`config.mk`:
```
export PLATFORM = sky130hd
export DESIGN_NAME = crash_course_cpu_alu_seq
export DESIGN_NICKNAME = d
export VERILOG_FILES = /design/src/rtl/crash_course_cpu_alu_seq.sv
export SDC_FILE = /design/constraint.sdc
export NUM_CORES = 1
export LEC_CHECK = 0
export ABC_AREA = 1
export CAP_MARGIN = 10
export CORE_MARGIN = 2
export CORE_UTILIZATION = 39
export DETAILED_ROUTE_END_ITERATION = 6
export PLACE_DENSITY = 0.59
export SETUP_SLACK_MARGIN = 0.02
export SYNTH_ARGS = -nofsm -noshare
export SYNTH_HDL_FRONTEND = slang
export SYNTH_SLANG_ARGS = --single-unit
```
`constraint.sdc`:
```
create_clock -name clk -period 2.35 [get_ports clk]
set_clock_uncertainty 0.05 [all_clocks]
set_input_delay 0.235 -clock clk [delete_from_list [all_inputs] [get_ports clk]]
set_output_delay 0.235 -clock clk [all_outputs]
set_load 0.05 [all_outputs]
```
`src/rtl/crash_course_cpu_alu_seq.sv`:
```
// Sequential ALU: single-cycle ops issue a result one cycle after acceptance,
// MUL runs an iterative shift-add over DATA_WIDTH steps in a MUL_BUSY state.
module crash_course_cpu_alu_seq #(
  parameter int DATA_WIDTH = 8,
  parameter bit MUL_ENABLE = 1'b1
) (
  input  logic                  clk,
  input  logic                  sync_rst,
  input  logic                  clk_en,
  input  logic                  system_enabled,
  input  logic                  op_valid,
  output logic                  op_ready,
  input  logic [3:0]            opcode,
  input  logic [DATA_WIDTH-1:0] input_b,
  input  logic [DATA_WIDTH-1:0] input_c,
  input  logic [DATA_WIDTH-1:0] load_data,
  input  logic [DATA_WIDTH-1:0] immediate,
  output logic [DATA_WIDTH-1:0] output_a,
  output logic                  result_valid,
  output logic [3:0]            flag_register
);
  localparam int W   = DATA_WIDTH;
  localparam int MSB = DATA_WIDTH - 1;
  localparam int CW  = $clog2(DATA_WIDTH + 1);

  typedef enum logic {IDLE, MUL_BUSY} state_t;

  // flag kinds: keep, logic (Z/N, C=V=0), arithmetic (Z/N/C/V), shift (Z/N/C)
  typedef enum logic [1:0] {FK_KEEP, FK_LOGIC, FK_ARITH, FK_SHR} fkind_t;

  state_t            state, state_nxt;
  logic              adv, accept, is_mul, mul_done;
  logic [CW-1:0]     cnt;
  logic [2*W-1:0]    acc, acc_step;
  logic [W:0]        mul_sum;
  logic [W-1:0]      mul_b, mul_c;
  logic [W-1:0]      alu_res;
  logic [W:0]        alu_sum;
  logic              alu_c, alu_v;
  fkind_t            fkind;
  logic [3:0]        alu_flags;

  assign adv      = clk_en && system_enabled;
  assign op_ready = (state == IDLE);
  assign accept   = adv && op_valid && op_ready;
  assign is_mul   = MUL_ENABLE && (opcode == 4'hC);
  assign mul_done = (cnt == CW'(1));

  // one shift-add step: add the multiplicand into the high half when the
  // current multiplier bit is set, then shift the whole accumulator right
  assign mul_sum  = {1'b0, acc[2*W-1:W]} + (mul_c[0] ? {1'b0, mul_b} : '0);
  assign acc_step = {mul_sum, acc[W-1:1]};

  // state register
  always_ff @(posedge clk) begin
    if (sync_rst)  state <= IDLE;
    else if (adv)  state <= state_nxt;
  end

  // next-state logic
  always_comb begin
    state_nxt = state;
    case (state)
      IDLE:     if (op_valid && is_mul) state_nxt = MUL_BUSY;
      MUL_BUSY: if (mul_done)           state_nxt = IDLE;
      default:  state_nxt = IDLE;
    endcase
  end

  // single-cycle ALU result and flag computation
  always_comb begin
    alu_res = '0;
    alu_sum = '0;
    alu_c   = 1'b0;
    alu_v   = 1'b0;
    fkind   = FK_KEEP;
    case (opcode)
      4'h1: begin
        alu_sum = {1'b0, input_b} + {1'b0, input_c};
        alu_res = alu_sum[W-1:0];
        alu_c   = alu_sum[W];
        alu_v   = (input_b[MSB] == input_c[MSB]) && (alu_res[MSB] != input_b[MSB]);
        fkind   = FK_ARITH;
      end
      4'h2: begin
        alu_sum = {1'b0, input_b} - {1'b0, input_c};
        alu_res = alu_sum[W-1:0];
        alu_c   = alu_sum[W];
        alu_v   = (input_b[MSB] != input_c[MSB]) && (alu_res[MSB] != input_b[MSB]);
        fkind   = FK_ARITH;
      end
      4'h3: begin alu_res = input_b & input_c; fkind = FK_LOGIC; end
      4'h4: begin alu_res = input_b | input_c; fkind = FK_LOGIC; end
      4'h5: begin alu_res = input_b ^ input_c; fkind = FK_LOGIC; end
      4'h6: begin alu_res = ~input_c;          fkind = FK_LOGIC; end
      4'h7: begin
        alu_res = {1'b0, input_c[W-1:1]};
        alu_c   = input_c[0];
        fkind   = FK_SHR;
      end
      4'h8: begin alu_res = load_data; fkind = FK_LOGIC; end
      4'hA: alu_res = immediate;
      4'hB: begin
        // carry-in is the flag registered before this operation
        alu_sum = {1'b0, input_b} + {1'b0, input_c} + {{W{1'b0}}, flag_register[0]};
        alu_res = alu_sum[W-1:0];
        alu_c   = alu_sum[W];
        alu_v   = (input_b[MSB] == input_c[MSB]) && (alu_res[MSB] != input_b[MSB]);
        fkind   = FK_ARITH;
      end
      default: alu_res = '0; // NOP/STORE/HALT/JUMP/BRANCH, and MUL when disabled
    endcase
    case (fkind)
      FK_KEEP: alu_flags = flag_register;
      default: alu_flags = {alu_v, alu_res[MSB], (alu_res == '0), alu_c};
    endcase
  end

  // datapath: result/flag registers and multiply accumulator, frozen when !adv
  always_ff @(posedge clk) begin
    if (sync_rst) begin
      output_a      <= '0;
      result_valid  <= 1'b0;
      flag_register <= 4'b0000;
      cnt           <= '0;
      acc           <= '0;
      mul_b         <= '0;
      mul_c         <= '0;
    end else if (!adv) begin
      result_valid  <= 1'b0;
    end else begin
      result_valid  <= 1'b0;
      if (state == IDLE) begin
        if (accept && is_mul) begin
          mul_b <= input_b;
          mul_c <= input_c;
          acc   <= '0;
          cnt   <= CW'(DATA_WIDTH);
        end else if (accept) begin
          output_a      <= alu_res;
          flag_register <= alu_flags;
          result_valid  <= 1'b1;
        end
      end else begin
        acc   <= acc_step;
        mul_c <= mul_c >> 1;
        cnt   <= cnt - CW'(1);
        if (mul_done) begin
          output_a      <= acc_step[W-1:0];
          flag_register <= {(acc_step[2*W-1:W] != '0), acc_step[MSB],
                            (acc_step[W-1:0] == '0), (acc_step[2*W-1:W] != '0)};
          result_valid  <= 1'b1;
        end
      end
    end
  end
endmodule

```
-- Word-level counts from Yosys, hierarchy flattened
Index checks and enable logic that the tools add are counted.
- bits in registers: 50
- logic and storage cells: 87
- output and inout bits: 14
- add/subtract/negate cells: 5
- bitwise operators: 6
- reduce and logical (&&, ||, !) cells: 21
- equality and inequality tests: 20
- mux-type cells: 27
- operator list (kind ; number):
    $pmux W8 S10 ; 1
    $mux W8 ; 7
    $mux W16 ; 2
    $mux W4 ; 7
    $add A8 B8 Y9 ; 2
    $eq A4 B3 Y1 const B ; 4
    $eq A4 B4 Y1 const B ; 4
    $logic_not A8 Y1 ; 2
    $add A9 B1 Y9 ; 1
    $sub A8 B8 Y9 ; 1
    $and A8 B8 Y8 ; 1
    $eq A4 B1 Y1 const B ; 2
    $eq A4 B2 Y1 const B ; 2
    $logic_and A1 B1 Y1 ; 8
    $not A8 Y8 ; 1
    $or A8 B8 Y8 ; 1
    $reduce_bool A8 Y1 ; 1
    $xor A8 B8 Y8 ; 1
    $mux W1 ; 6
    $pmux W2 S3 ; 1
    $reduce_and A5 Y1 ; 1
    $reduce_or A5 Y1 ; 1
    $ne A1 B1 Y1 ; 4
    $ne A2 B2 Y1 const B ; 2
    other kinds (14) ; 16

-- Longest topological paths before layout
Gate-level depths: netlist of the first run.
- word-level depth: 9
- depth in mapped cells: 19
- depth with buffers taken out: 18

-- Least setup slack after synthesis of the first run
OpenSTA, ideal clock, no wires.
- path type: reg2reg
- from: reg mul_c[0]
- to: reg flag_register[0]
- data required time: 2.178 ns
- path slack: 0.047 ns
- stages on the path, launching flop included: 17
- buffers on the path: 1
- arrival time: 2.131 ns
- cell sequence: dfxtp_1 > clkbuf_1 > nand2_1 > inv_1 > ha_1 > fa_1 > nand3_1 > nand3_1 > nand2_1 > nand2_1 > a21oi_1 > xor2_1 > nand3_1 > nor2_1 > nor2_1 > nor2_1 > a21oi_1
- longest elaborated chain between the ends: 5
- ends and longest elaborated chain (what ; line ; RTL):
    start: declaration ; 36 ; logic [W-1:0] mul_b, mul_c;
    start signal: assignment ; 136 ; mul_c <= input_c;
    start signal: assignment ; 146 ; mul_c <= mul_c >> 1;
    $mux W8 ; 51 ; assign mul_sum = {1'b0, acc[2*W-1:W]} + (mul_c[0] ? {1'b0, mul_b} : '0);
    $add A8 B8 Y9 ; 51 ;
    $reduce_bool A8 Y1 ; 151 ; (acc_step[W-1:0] == '0), (acc_step[2*W-1:W] != '0)};
    $mux W4 ; 148 ; if (mul_done) begin
    $mux W4 ; 133 ; if (state == IDLE) begin
    end signal: assignment ; 141 ; flag_register <= alu_flags;
    end signal: assignment ; 150 ; flag_register <= {(acc_step[2*W-1:W] != '0), acc_step[MSB],
    end: declaration ; 20 ; output logic [3:0] flag_register
Every way passes these cells. The select of a mux whose other input is x is not followed.
A chain may end at the register's enable or synchronous reset.

-- Final worst setup path of the first run
Same ends and word-level chain as after synthesis.

==> results_dict.tcl, run 1 <==
set metrics [dict create \
    critPathCaptureType "register" \
    final_max_slew_viol_count 0 \
    grt_overflow 0 \
    synth_top_flop_cell "dfxtp_1" \
    die_area_um2 11200 \
    ir_drop_mv 0.192 \
    vias 4821 \
    htreeDepth 2 \
    ys_types 34 \
    hold_slack_ps 275 \
    synth_nets 727 \
    synth_area_um2 4040 \
    grt_pass1_vias 4660 \
    ys_warn_count 0 \
    n_antenna_cell 0 \
    power.total_uw 2100 \
    vias_per_cell 5.13 \
    synth_top_area_share 0.243 \
    fin_crit_sh 0.972 \
    tritoncts "built" \
    placedCellCount 928 \
    grt_pass1_wl_um 22600 \
    wire_per_inst_um 15.1 \
    ios 55 \
    cts_root_buffer "clkbuf_8" \
    die_w_um 106 \
    async_reset_ff_frac 0 \
    reg2reg_from "mul_c[0]" \
    clk_path_buf_depth 2 \
    critPathMaxFanout 5 \
    worstReg2RegEnd "flag_register[0]" \
    worstSetupPathType "register to register" \
    synth_fa_ha_area_frac 0.126 \
    first_iter_violations 299 \
    ys_ff_latch 49 \
    final_cells 940 \
    syn_to_final_growth_pct 44.5 \
    ys_seq_area_frac 0.243 \
    status "completed" \
    synth-simple-area-share 0.315 \
    reg2reg_setup_slack_ps 70 \
    final_area_um2 5840 \
    synth-compound-area-share 0.190 \
    ant_nets 0 \
    fmax_mhz 438 \
    synth_edf_count 0 \
    cts_buffers 5 \
    crit_start "mul_c[0]" \
    clk_pin_slew_ps 100 \
    coreArea_um2 10200 \
    arrival_ps 2450 \
    maxCapViolations 0 \
    power.density_nw_per_um2 360 \
    drcViolationCount 0 \
    final-hold-violation-count 0 \
    r2r_cells 15 \
    clock-sinks 49 \
    grt_util_all_layers 0.257 \
    min_period_ps 2280 \
    std_cell_rows 37 \
    hold_path.class "input port to register" \
    rsz0062_at_grt "yes" \
    synthMuxAreaShare 0 \
    die_h_um 106 \
    worstMarginPinSlew_ps 522 \
    synth.area.top_cells "dfxtp_1 24%, nand2_1 17%, ha_1 11%" \
    place_ws_ps -541 \
    drt-total-wl_um 14200 \
    finalSetupViolCount 0 \
    clkLatencyLatePin_ps 320 \
    layout_setup_ws_ps 65.5 \
    p_leak_uw 0.00287 \
    crit_end "flag_register[0]" \
    antenna_found_initial 0 \
    start_util 0.397 \
    yosysTopAreaCell "dfxtp_1" \
    place_congestion 0.914 \
    place_hpwl_um 11600 \
    dpl_cell_area_um2 5500 \
    syn_area_per_cell_um2 6.25 \
    drt-pass1-iter-count 4 \
    required_ps 2510 \
    io_buffers 54 \
    drive_gt1_frac 0.234 \
    synth_top_family_by_area "simple AND/OR/NAND/NOR gates" \
    cp-start-kind "register" \
    max_slew_margin 0.651 \
    synth_xor_xnor_area_share 0.0195 \
    grt_max_degree 23 \
    hold_buffers 0 \
    synth_cells 647 \
    final_nets 883 \
]
-- stage by stage --
stage,setup TNS (ps),utilization
after floorplan,0,-
after global routing,-150,0.574
final,0,0.574
after CTS,0,0.556
after detailed placement,-4510,0.540
after global placement,-4060,0.540
-- state kept, by name, indices dropped and copies added (netlist names) --
signal and flops:
mul_b 8, output_a 8, mul_c 8, cnt 4, result_valid 1, acc 15, state 1, flag_register 4
-- critical path: stages (launching register included) --
cell     delay, ps
dfxtp_4        370
nand2_2         50
inv_2           40
ha_4           150
fa_2           370
nand3_2         70
nand3_2         60
nand2_1         60
nand2_1         70
a21oi_2        150
xor2_1         190
nand3_1        110
nor2_2         150
nor2_2          60
nor2_2         140
a21oi_1         80
-- area by class of cell --
cell class | count | area [um2]
clock buffers | 5 | 68.8
clock inverters | 3 | 26.3
fillers | 1055 | 4340
inverters | 84 | 319
multi-input cells | 494 | 2840
flip-flops and latches | 49 | 985
well taps | 136 | 170
repair buffers | 169 | 1440
-- cell usage after synthesis, types with 6 or more instances --
| cell type | n |
|---|---|
| nor2_1 | 49 |
| ha_1 | 36 |
| a21oi_1 | 66 |
| clkbuf_1 | 12 |
| or2_2 | 6 |
| nand4_1 | 12 |
| dfxtp_1 | 49 |
| nand3_1 | 41 |
| o22ai_1 | 6 |
| nand2_1 | 180 |
| a31oi_1 | 8 |
| inv_1 | 82 |
| o21ai_0 | 51 |
| xor2_1 | 6 |
-- layout by cell type (no fill, tap or decap), drive strengths merged, types with 8 or more instances in the layout --
| cell | instances |
|---|---|
| nand2 | 180 |
| buf | 115 |
| inv | 84 |
| a21oi | 66 |
| o21ai | 51 |
| nor2 | 50 |
| dfxtp | 49 |
| clkdlybuf4s50 | 42 |
| nand3 | 42 |
| ha | 36 |
| nand4 | 12 |
| a31oi | 8 |
| dlymetal6s2s | 8 |
| or2 | 8 |
-- metal layers --
layer  global-route usage  vias to the layer above  routed length [um]
li1                     -                     2429                   -
met1                0.315                     2250                6190
met2                0.465                      119                7100
met3               0.0291                       23                 578
met4               0.0874                        0                 317
met5                    0                        -                   0
-- kinds of logic after synthesis --
kind of cell             Yosys count
buffers and inverters            104
AND/OR/NAND/NOR                  303
flip-flops                        49
AO/OA/AOI/OAI                    143
XOR/XNOR                           9
adder cells (fa/ha/maj)           39
-- power by group --
part	internal [uW]	switching, uW
logic	333	379
clock network	217	334
registers	836	3.87
total	1390	716
-- worst min-delay path by stage --
| stage | from | to | slack [ps] | cells after the start |
|---|---|---|---|---|
| CTS | mul_c[7] | mul_c[7] | 420 | 2 |
| finish | input_b[2] | mul_b[2] | 280 | 4 |
| floorplan | input_c[7] | mul_c[7] | 330 | 2 |
| global placement | mul_c[7] | mul_c[7] | 400 | 2 |
| detailed placement | mul_c[7] | mul_c[7] | 410 | 2 |
| global route | input_b[2] | mul_b[2] | 300 | 4 |
-- what timing repair did --
action | CTS | global route
resized for setup | 21 | 55
pin swaps | 7 | 21
setup endpoints to repair | 9 | 8
endpoints found under the hold margin | 0 | 0
setup buffers | 1 | 3
No activity file was read; power rests on OpenSTA's default activity.
==> inputs of run 2 (changes only) <==
Settings changed: CORE_MARGIN 2 to unset, PLACE_DENSITY 0.59 to 0.57.
Clock period 2.35 ns to 3 ns, I/O delays scaled along.
==> run 2 against run 1 <==
Net effect:
- combinational power down 37%
- sequential power decreased by 22%
- flip-flop and latch count unchanged
- highest routed layer unchanged
- hold slack better by 150 ps
- critical path type is now input port to register
- register-to-register slack improved by 340 ps
- global-route usage up 0.69 points
- non-clock buffer count fell by 81
- clock-buffer cell count increased by 1
- sequential share of layout area up 2.8 points
- die area fell by 3.7%
==> results_dict.tcl, run 2 (synthesized netlist as in run 1, its figures left out) <==
set metrics [dict create \
    largest_register_ffs 15 \
    clk_path_buf_depth 2 \
    fin_crit_sh 0.908 \
    final-hold-violation-count 0 \
    r2r_cells 15 \
    first_iter_violations 320 \
    critPathCaptureType "register" \
    grt_overflow 0 \
    fin_util 0.504 \
    hold_buffers 0 \
    drt-total-wl_um 14100 \
    std_cell_rows 36 \
    die_area_um2 10800 \
    top_register "acc" \
    ant_nets 0 \
    syn_to_final_growth_pct 23.5 \
    worstMarginPinSlew_ps 889 \
    placedCellCount 848 \
    antenna_found_initial 0 \
    rsz0062_at_grt "no" \
    min_period_ps 2720 \
    final_max_slew_viol_count 0 \
    place_congestion 0.902 \
    required_ps 3190 \
    hold_path.class "register to register" \
    worstSetupPathType "input port to register" \
    ios 55 \
    max_slew_margin 0.405 \
    power.density_nw_per_um2 306 \
    grt_util_all_layers 0.264 \
    min_path_cells 2 \
    final_nets 802 \
    place_ws_ps -11.0 \
    place_hpwl_um 11100 \
    grt_max_degree 31 \
    clock-sinks 49 \
    cp-start-kind "input port" \
    drcViolationCount 0 \
    layout_common_cells "180 x nand2_1, 82 x inv_1, 66 x a21oi_1" \
    vias_per_cell 5.34 \
    tritoncts "built" \
    arrival_ps 2910 \
    start_util 0.408 \
    ir_drop_mv 0.179 \
    grt_pass1_wl_um 22500 \
    htreeDepth 2 \
    maxCapViolations 0 \
    layout_setup_ws_ps 277 \
    clk_pin_slew_ps 90 \
    drive_gt1_frac 0.0747 \
    die_h_um 104 \
    coreArea_um2 9910 \
    io_buffers 54 \
    cts_buffers 5 \
    vias 4575 \
    wire_per_inst_um 16.4 \
    finalSetupViolCount 0 \
    final_cells 856 \
    clkLatencyLatePin_ps 310 \
    status "completed" \
    n_antenna_cell 0 \
    grt_pass1_vias 4325 \
    mostFrequentLayoutCell "nand2_1" \
    cts_root_buffer "clkbuf_8" \
    fmax_mhz 367 \
    critPathMaxFanout 5 \
    die_w_um 104 \
    p_leak_uw 0.00241 \
    drt-pass1-iter-count 5 \
]
==> run 2: cell types whose count changed in the layout (fill, tap and decap cells not counted), sizes merged <==
cell	change
dlymetal6s2s	-8
clkinv	+2
buf	-81
clkdlybuf4s15	-1
clkinvlp	-3
clkbuf	-1
dlygate4sd2	-1
clkdlybuf4s50	+12
==> run 2: timing repair <==
item | in CTS | in global routing
endpoints found under the setup margin | 0 | 2
resized for setup | 0 | 2
setup buffers | 0 | 0
==> run 2: through the flow <==
step / hold WS, ps / total power (uW) / TNS, ps / instance area, um2
2_1_floorplan: 390 / 919 / 0 / 4040
3_3_place_gp: 403 / 1120 / 0 / 4890
3_5_place_dp: 411 / 1120 / -15.3 / 4890
4_1_cts: 424 / 1530 / 0 / 4980
5_1_grt: 456 / 1610 / 0 / 4990
6_report: 424 / 1530 / 0 / 4990
==> run 2: metal layers <==
metal	up-vias	wire (um)	GRT usage
met5	-	0	0
met4	0	181	0.0439
met3	18	1190	0.0466
met2	176	5920	0.401
met1	2107	6780	0.392
li1	2274	-	-
==> run 2: where the power goes <==
part           internal, uW  switching (uW)  total (uW)
Combinational           178             274         452
Sequential              656            3.46         659
Clock                   187             230         417
Total                  1020             508        1530
==> run 2: worst paths after layout <==
check,start,end,slack [ps]
setup / recovery,input_c[1],flag_register[1],280
hold / removal,acc[11],acc[11],420
setup reg to reg,mul_c[0],flag_register[3],410
hold reg to reg,acc[11],acc[11],420
==> run 2: area by class of cell <==
class	count	area (um2)
repair buffers	88	796
flip-flops and latches	49	981
clock buffers	6	82.6
inverters	84	315
multi-input cells	494	2640
fillers	1048	4920
well taps	133	166
clock inverters	2	13.8
==> run 2: critical path, stage by stage <==
cell and delay, ps:
clkdlybuf4s50_1 590, inv_1 140, ha_1 330, nand3_1 140, nand3_1 180, nand2_1 110, nand2_1 120, or2_0 220
nand3_1 80, nand4_1 140, nor2_1 210, nand2_1 70, nor2_1 100, nand3_1 70, a21oi_1 110
==> inputs of run 3 (changes only) <==
Settings changed: CORE_UTILIZATION 39 to 50, PLACE_DENSITY 0.57 to 0.71.
==> run 3 against run 2 <==
Net effect:
- clock-buffer cell count decreased by 1
- non-clock buffer count grew 9
- register-to-register slack about the same
- clock power decreased by 13%
- wire length decreased by 4.7%
- critical path depth grew 1
- core utilization grew 14 points
- maximum frequency grew 1.9%
- critical endpoint is now flag_register[2]
- first-iteration DRC count down 7.5%
- combinational power up 3%
- die area down 22%
==> results_dict.tcl, run 3 (synthesized netlist as in run 1, its figures left out) <==
set metrics [dict create \
    fin_crit_sh 0.891 \
    final_max_slew_viol_count 0 \
    grt_pass1_wl_um 21800 \
    layout_common_cells "180 x nand2_1, 82 x inv_1, 66 x a21oi_1" \
    start_util 0.521 \
    worstMarginPinSlew_ps 912 \
    htreeDepth 2 \
    std_cell_rows 32 \
    fin_util 0.644 \
    ir_drop_mv 0.239 \
    clk_path_buf_depth 2 \
    finalSetupViolCount 0 \
    grt_overflow 0 \
    ant_nets 0 \
    ios 55 \
    required_ps 3140 \
    drive_gt1_frac 0.0863 \
    arrival_ps 2810 \
    pwr-share-clk 0.245 \
    grt_max_degree 31 \
    cp_cell_sequence "clkdlybuf4s50_1 -> inv_1 -> ha_1 -> buf_4 -> inv_1 -> nand2_1 -> nand2_1 -> nand3_1 -> nor2_1 -> nand2_1 -> nand3_2 -> nand3_1 -> nor2_1 -> nand2_1 -> nand2_1 -> a21oi_1" \
    worstSetupPathType "input port to register" \
    place_congestion 0.983 \
    crit_family "simple AND/OR/NAND/NOR gates" \
    clk_pin_slew_ps 80 \
    tritoncts "built" \
    clkLatencyLatePin_ps 300 \
    die_area_um2 8450 \
    cts_root_buffer "clkbuf_8" \
    nFillCells 750 \
    drt-total-wl_um 13400 \
    switchingPower_uw 486 \
    n_antenna_cell 0 \
    wire_per_inst_um 16.1 \
    final-hold-violation-count 0 \
    min_period_ps 2670 \
    syn_to_final_growth_pct 23.8 \
    vias_per_cell 5.56 \
    wl_met1_um 6120 \
    drt-pass1-iter-count 5 \
    die_w_um 91.9 \
    dr_wl_met3_um 1070 \
    hold_path.class "register to register" \
    antenna_found_initial 0 \
    fmax_mhz 374 \
    vias 4626 \
    critPathCaptureType "register" \
    crit_path_frequent_cell "nand2_1" \
    top_register "acc" \
    met2RoutedLength_um 5940 \
    setup-tns-final_ps 0 \
    power.density_nw_per_um2 298 \
    first_iter_violations 296 \
    mostFrequentLayoutCell "nand2_1" \
    topRoutingLayerUsed "met4" \
    coreArea_um2 7770 \
    clock-sinks 49 \
    grt_pass1_vias 4406 \
    drcViolationCount 0 \
    crit_slowest_cell "clkdlybuf4s50_1" \
    intPower_uw 1000 \
    comb_power_share 0.313 \
    maxCapViolations 0 \
    power.total_uw 1490 \
    p_leak_uw 0.00245 \
    switching_share 0.327 \
    die_h_um 91.9 \
    grt_util_all_layers 0.330 \
    largest_register_ffs 15 \
    critPathMaxFanout 7 \
    crit_path_max_incr_delay_ps 500 \
    io_buffers 54 \
    max_slew_margin 0.390 \
    critPathBufInv 4 \
    cp-start-kind "input port" \
    status "completed" \
    rsz0062_at_grt "no" \
    seqPwrFrac 0.442 \
    final_nets 811 \
    place_hpwl_um 10700 \
    cts_buffers 5 \
]
==> run 3: layout make-up <==
cell class / count / area, um2 / share of cell area
repair buffers: 97 / 866 / 0.173
clock buffers: 5 / 68.8 / 0.0137
flip-flops and latches: 49 / 981 / 0.196
clock inverters: 1 / 5.00 / 0.00100
well taps: 102 / 128 / 0.0255
multi-input cells: 494 / 2640 / 0.528
inverters: 84 / 315 / 0.0630
==> run 3: layer usage <==
metal	up-vias	GRT usage
li1	2287	-
met1	2121	0.459
met2	191	0.540
met3	27	0.0431
met4	0	0.0781
met5	-	0
==> run 3: worst paths after layout <==
kind | start | end | slack (ps) | cells past startpoint
max reg2reg | mul_c[0] | flag_register[0] | 420 | 15
max | input_b[4] | flag_register[2] | 330 | 16
min | mul_c[7] | mul_c[7] | 420 | 2
min reg2reg | mul_c[7] | mul_c[7] | 420 | 2
==> run 3: stage by stage <==
step / worst slack [ps] / instance area, um2 / hold slack [ps] / cells
detailed placement: 15.3 / 4920 / 410 / 826
finish: 328 / 5010 / 423 / 832
global route: 53.3 / 5010 / 453 / 832
global placement: 28.5 / 4920 / 401 / 826
CTS: 296 / 4990 / 423 / 832
floorplan: 697 / 4040 / 390 / 647
==> run 3: worst register-to-register path, cell delays in order, from the launching register on <==
cell and delay, ps:
dfxtp_1 390, nand2_1 90, inv_1 50, ha_1 200
fa_1 400, nand3_1 90, nand3_1 130, nand2_1 90
nand2_1 50, a21oi_1 150, xor2_1 200, nand3_1 110
nor2_1 110, nor2_1 70, nor2_1 190, a21oi_1 90
==> run 3: power groups by stage <==
stage               sequential (uW)  clock [uW]  combinational (uW)
floorplan                       685           0                 235
finish                          659         364                 467
global route                    660         395                 512
global placement                674           0                 453
detailed placement              674           0                 453
CTS                             659         367                 456
==> run 3: timing repair <==
action,in CTS,in global routing
hold buffers,0,0
resized for setup,0,5
hold endpoints to repair,0,0
endpoints found under the setup margin,0,4
setup buffers,0,0
